## src/rtl/rom_reader_23128.sv

```systemverilog
// Bus-master reader for a 16K x 8 23128-style ROM. Accepts a start address
// and burst length, sequences the chip strobes with programmable access and
// recovery wait states, and returns one byte per valid/ready handshake.
`timescale 1ns/1ps
module rom_reader_23128 #(
  parameter int ACCESS_CYCLES   = 3,  // strobes-low cycles before D is sampled, 1..15
  parameter int RECOVERY_CYCLES = 1,  // strobes-high gap between burst bytes, 0..15
  parameter int LEN_W           = 4   // burst length is req_len + 1
) (
  input  logic             clk,
  input  logic             rst_b,
  input  logic             req_valid,
  output logic             req_ready,
  input  logic [13:0]      req_addr,
  input  logic [LEN_W-1:0] req_len,
  output logic             rsp_valid,
  input  logic             rsp_ready,
  output logic [7:0]       rsp_data,
  output logic             rsp_last,
  output logic             busy,
  output logic [13:0]      A,
  input  logic [7:0]       D,
  output logic             CS_b,
  output logic             OE_b,
  output logic             CE1_b,
  output logic             CE2_b,
  output logic             WE_b
);

  typedef enum logic [2:0] {
    IDLE,
    SETUP,
    ACCESS,
    RESP,
    RECOVER
  } state_t;

  // Wait counters count down to zero, so they are loaded with N-1.
  localparam logic [3:0] ACC_LOAD     = 4'(ACCESS_CYCLES - 1);
  localparam logic [3:0] REC_LOAD     = (RECOVERY_CYCLES > 0) ? 4'(RECOVERY_CYCLES - 1) : 4'd0;
  localparam bit         HAS_RECOVERY = (RECOVERY_CYCLES > 0);

  state_t           state;
  state_t           next_state;
  logic [3:0]       wait_cnt;
  logic [LEN_W-1:0] remaining;
  logic [13:0]      addr_q;
  logic [7:0]       data_q;
  logic             cs_q;
  logic             oe_q;

  logic rsp_fire;
  assign rsp_fire = (state == RESP) && rsp_ready;

  // Next-state decode for the read sequencer.
  always_comb begin
    // NOTE: default assignment first so every path drives next_state and no latch is inferred.
    next_state = state;
    unique case (state)
      IDLE:    if (req_valid) next_state = SETUP;
      SETUP:   next_state = ACCESS;
      ACCESS:  if (wait_cnt == 4'd0) next_state = RESP;
      RESP: begin
        if (rsp_ready) begin
          if (remaining == '0)    next_state = IDLE;
          else if (HAS_RECOVERY)  next_state = RECOVER;
          else                    next_state = SETUP;
        end
      end
      RECOVER: if (wait_cnt == 4'd0) next_state = SETUP;
      default: next_state = IDLE;
    endcase
  end

  // State register.
  always_ff @(posedge clk) begin
    // NOTE: non-blocking assignments so every register samples pre-edge values.
    if (!rst_b) state <= IDLE;
    else        state <= next_state;
  end

  // Datapath: address, burst count, wait counter, captured byte and strobes.
  always_ff @(posedge clk) begin
    if (!rst_b) begin
      addr_q    <= 14'd0;
      remaining <= '0;
      wait_cnt  <= 4'd0;
      data_q    <= 8'd0;
      // NOTE: strobes reset high (inactive) so the ROM is deselected out of reset.
      cs_q      <= 1'b1;
      oe_q      <= 1'b1;
    end else begin
      // Strobes are registered from the next state so they change only on
      // the clock edge and never glitch.
      cs_q <= !((next_state == SETUP) || (next_state == ACCESS));
      oe_q <= !(next_state == ACCESS);

      unique case (state)
        IDLE: begin
          if (req_valid) begin
            addr_q    <= req_addr;
            remaining <= req_len;
          end
        end
        SETUP: wait_cnt <= ACC_LOAD;
        ACCESS: begin
          if (wait_cnt == 4'd0) data_q   <= D;
          else                  wait_cnt <= wait_cnt - 4'd1;
        end
        RESP: begin
          // Address advances only here, while CS_b is high.
          if (rsp_fire && (remaining != '0)) begin
            remaining <= remaining - LEN_W'(1);
            addr_q    <= addr_q + 14'd1;
            wait_cnt  <= REC_LOAD;
          end
        end
        RECOVER: begin
          if (wait_cnt != 4'd0) wait_cnt <= wait_cnt - 4'd1;
        end
        default: ;
      endcase
    end
  end

  assign req_ready = (state == IDLE);
  assign busy      = (state != IDLE);
  assign rsp_valid = (state == RESP);
  assign rsp_last  = (state == RESP) && (remaining == '0);
  assign rsp_data  = data_q;
  assign A         = addr_q;
  assign CS_b      = cs_q;
  assign OE_b      = oe_q;
  assign CE1_b     = oe_q;
  assign CE2_b     = oe_q;
  assign WE_b      = 1'b1;

endmodule

```

## config.mk

```make
export PLATFORM = sky130hd
export DESIGN_NAME = rom_reader_23128
export DESIGN_NICKNAME = d
export VERILOG_FILES = /design/src/rtl/rom_reader_23128.sv
export SDC_FILE = /design/constraint.sdc
export NUM_CORES = 1
export LEC_CHECK = 0
export ABC_AREA = 0
export BUFFER_PORTS_ARGS = -buffer_cell sky130_fd_sc_hd__buf_2
export CORE_ASPECT_RATIO = 1.5
export CORE_MARGIN = 5
export CORE_UTILIZATION = 40
export DETAILED_ROUTE_END_ITERATION = 10
export HOLD_SLACK_MARGIN = 0.12
export SETUP_SLACK_MARGIN = 0.1
export SLEW_MARGIN = 20
export SYNTH_ARGS = -nofsm -noshare
export SYNTH_HDL_FRONTEND = slang
export SYNTH_SLANG_ARGS = --single-unit
```

## constraint.sdc

```tcl
create_clock -name clk -period 2 [get_ports clk]
set_input_delay 0.1 -clock clk [delete_from_list [all_inputs] [get_ports clk]]
set_output_delay 0.1 -clock clk [all_outputs]
set_load 0.01 [all_outputs]
```

==> metrics.txt <==
clk slew on worst S/H paths=about 0.07 ns; Slew Viols, Final=0; Arr. time, crit path=between 2 and 2.5 ns; Antenna Cells=0; Worst setup SP type=register; switching share of power=roughly a third; Die Y=~98 µm; slowest stage delay, CP=0.37 ns; crit-path leading delay family=simple AND/OR/NAND/NOR gates; most common cell after layout, fill and taps aside=buf_2; worst hold path type=in -> reg; Logic pwr share=a little under a third; core region area=a little over 5000 µm²; DRC=0; Yosys cell types=between 50 and 60; Hold Startpoint=req_addr[12]; Detailed Route WL=~5.5 mm; Net Switching=between 600 and 700 µW; RD Place Congestion=between 0.8 and 0.9; highest fanout seen on the critical path=6; Seq/Total Area, Yosys=between 30% and 40%; Cell Area, Synth=approximately 2100 µm²; Yosys Warn Count=0; EDFF count, synth=0; share of total power in the clock network=around 28%; r2r endpoint=wait_cnt[1]$_SDFFE_PN0P_; first-pass GRT wire length=9.156 mm; sequential cell area=~700 µm²; TritonCTS clock tree=built; syn_area_per_cell=8.212 µm²; synthesis-stage register bit count=35; final hold violations=0; Site Rows=32; top area cells in the synthesized netlist=dfxtp_1 34%, o21ai_0 4.6%, mux2i_1 4.4%; final period utilization=between 80 and 90%; drt pass-1 iters=4; WS Path Type=reg -> reg; Fin Hold WS=roughly 0.13 ns; Vias=roughly 2100; Setup Viol. Count Final=0; CTS buffer count=5; Tot GR Track Use=roughly 17%; H-Tree Depth=2; vias in the first global route=slightly below 2000; share of power burned in registers=roughly two fifths; I/O pin count=between 60 and 70; pwr/cell area=around 760 nW/µm²; Pint=about 1400 µW; ys flop type=dfxtp_1; clk root buf=clkbuf_8; Syn-to-layout area delta=29.75%; Sum Neg Setup Slack=0 ns; RSZ-0062 raised after global routing=false; Routed Antenna Nets=0; vias per inst=5.415; post-synth top area share=between 30 and 40%; worst hold path cell count=3; # clock sinks=35; Peak Freq=between 500 and 600 MHz; dpl cells=between 300 and 400; WL per Instance=14.00 µm; initial antenna violation count=0; I/O Buffers=approximately 60; CP bufs+invs=2; Required @ worst endpoint=2.22 ns; RR Startpoint=wait_cnt[0]$_SDFFE_PN0P_; hold worst-path end=A[12]$_SDFFE_PN0P_; skew final=roughly 0.0026 ns; Syn Nets=286; Synth area leader=dfxtp_1; clock buffer depth=2; area of the multi-input gates=between 1000 and 1500 µm²; die width=slightly below 70 µm; commonest cells after routing, fill and taps aside=59 x buf_2, 34 x dfxtp_1, 19 x o21ai_0; max cap viols=0; layout cell share with drive strength beyond 1=28.62%; largest net degree at the start of global routing=28; post-CTS setup buffers=0; VDD IR max=roughly 0.54 mV; Reg2Reg Setup Slack=0.21 ns; CP max stage cell=or3b_1; initial DRC count=slightly above 100; DP HPWL=around 4 mm; Worst Setup End Kind=register; Tmin final=around 1.8 ns; cells after synthesis=between 200 and 300; Final Instance Count excl. Fillers=approximately 400; total chip power=between 2000 and 2500 µW; fillcell total=roughly 540; ys async rst share=0%; Reg2Reg Depth=7; CP cell instances=inv_1 -> ha_1 -> or3b_1 -> buf_4 -> a211o_1 -> nand4_1 -> mux2i_1; Initial Utilization=between 40 and 50%; die area=roughly 6700 µm²; status=finished, final reports clean; global route total overflow=0; Clock Latency Late Sink=about 0.29 ns; Pleak=between 0.001 and 0.0015 µW; final net count=around 360
==> registers in the layout, indices dropped and copies added, names as in the netlist <==
signal	count
A	14
rsp_data	8
remaining	4
wait_cnt	4
state	3
CE1_b	1
CS_b	1
==> through the flow <==
step | setup WS (ns) | utilization (%) | area, µm²
after global placement | 0.1603 | 47.96 | 2439
final | 0.2096 | 52.81 | 2685
after global routing | 0.1118 | 52.81 | 2685
after detailed placement | 0.1057 | 47.96 | 2439
after floorplan | 0.2618 | - | 2069
after CTS | 0.1413 | 52.39 | 2664
==> how the worst max path moves through the flow <==
| stage | start | endpoint | slack, ns | depth (start not counted) |
|---|---|---|---|---|
| 2_1_floorplan | wait_cnt[0]$_SDFFE_PN0P_ | rsp_data[0]$_SDFFE_PN0P_ | 0.26 | 7 |
| 3_5_place_dp | wait_cnt[0]$_SDFFE_PN0P_ | rsp_data[2]$_SDFFE_PN0P_ | 0.11 | 6 |
| 6_report | wait_cnt[0]$_SDFFE_PN0P_ | wait_cnt[1]$_SDFFE_PN0P_ | 0.21 | 7 |
| 5_1_grt | wait_cnt[0]$_SDFFE_PN0P_ | wait_cnt[1]$_SDFFE_PN0P_ | 0.11 | 7 |
| 4_1_cts | state[1]$_SDFF_PN0_ | rsp_valid | 0.14 | 4 |
| 3_3_place_gp | wait_cnt[0]$_SDFFE_PN0P_ | rsp_data[1]$_SDFFE_PN0P_ | 0.16 | 6 |
==> power groups by stage <==
stage               Clock [µW]  Sequential, µW  Combinational (µW)
finish                     577             844                 610
global route               612             857                 680
CTS                        593             842                 602
detailed placement           0             858                 579
global placement             0             858                 572
floorplan                    0             859                 378
==> repair_timing <==
action                                 4_1_cts  5_1_grt
setup endpoints to repair                    2       17
pin swaps                                    0        0
resized for setup                            1        5
endpoints found under the hold margin       12        0
hold buffers                                12        0
==> synth_stat cells, types with 2 or more instances <==
cell	n
or3b_1	2
nand3_1	7
nor2b_1	3
o211ai_1	5
and4b_1	2
o21ai_0	19
inv_1	8
nor2_1	18
nand3b_1	3
a21oi_2	2
and4_1	2
a21oi_1	15
buf_4	5
mux2i_1	9
nand4b_1	2
a211oi_1	2
nand2b_1	4
a21o_1	3
nor3_1	4
or3_1	6
clkbuf_1	7
buf_2	6
nor3b_1	5
or4_1	4
and2_1	6
a31oi_1	10
buf_6	2
nand4_1	7
ha_1	4
nand2_1	17
and3_1	4
a22oi_1	4
dfxtp_1	35
==> metal layers <==
metal | up-vias | share of wire (%) | routed length (µm) | GRT usage, %
met2 | 49 | 50 | 2764 | 28.62
met3 | 8 | 4.5 | 247 | 2.762
met5 | - | 0 | 0 | 0
met4 | 0 | 1.5 | 85 | 5.856
li1 | 1074 | - | - | -
met1 | 997 | 44 | 2404 | 22.12
==> tightest hold or removal path, delay by kind of cell <==
kind                   cells  cell delay [ns]
buffers and inverters      1             0.08
AOI/OAI and AO/OA          2             0.20
==> cells by family after synthesis <==
family / after synthesis / share of synthesized area (%)
other: 1 / 0.1812
adder cells (fa/ha/maj): 4 / 2.418
multiplexers: 9 / 4.353
AO/OA/AOI/OAI: 73 / 22.79
AND/OR/NAND/NOR: 102 / 29.32
flip-flops: 35 / 33.86
buffers and inverters: 28 / 7.074
==> layout make-up <==
class / instances / area share [%]
multi-input combinational: 189 / 46.46
inverter: 8 / 1.118
sequential: 35 / 26.14
timing repair buffer: 85 / 19.38
tap: 68 / 3.169
clock buffer: 8 / 3.728
Power figures use the tool's default switching activity.
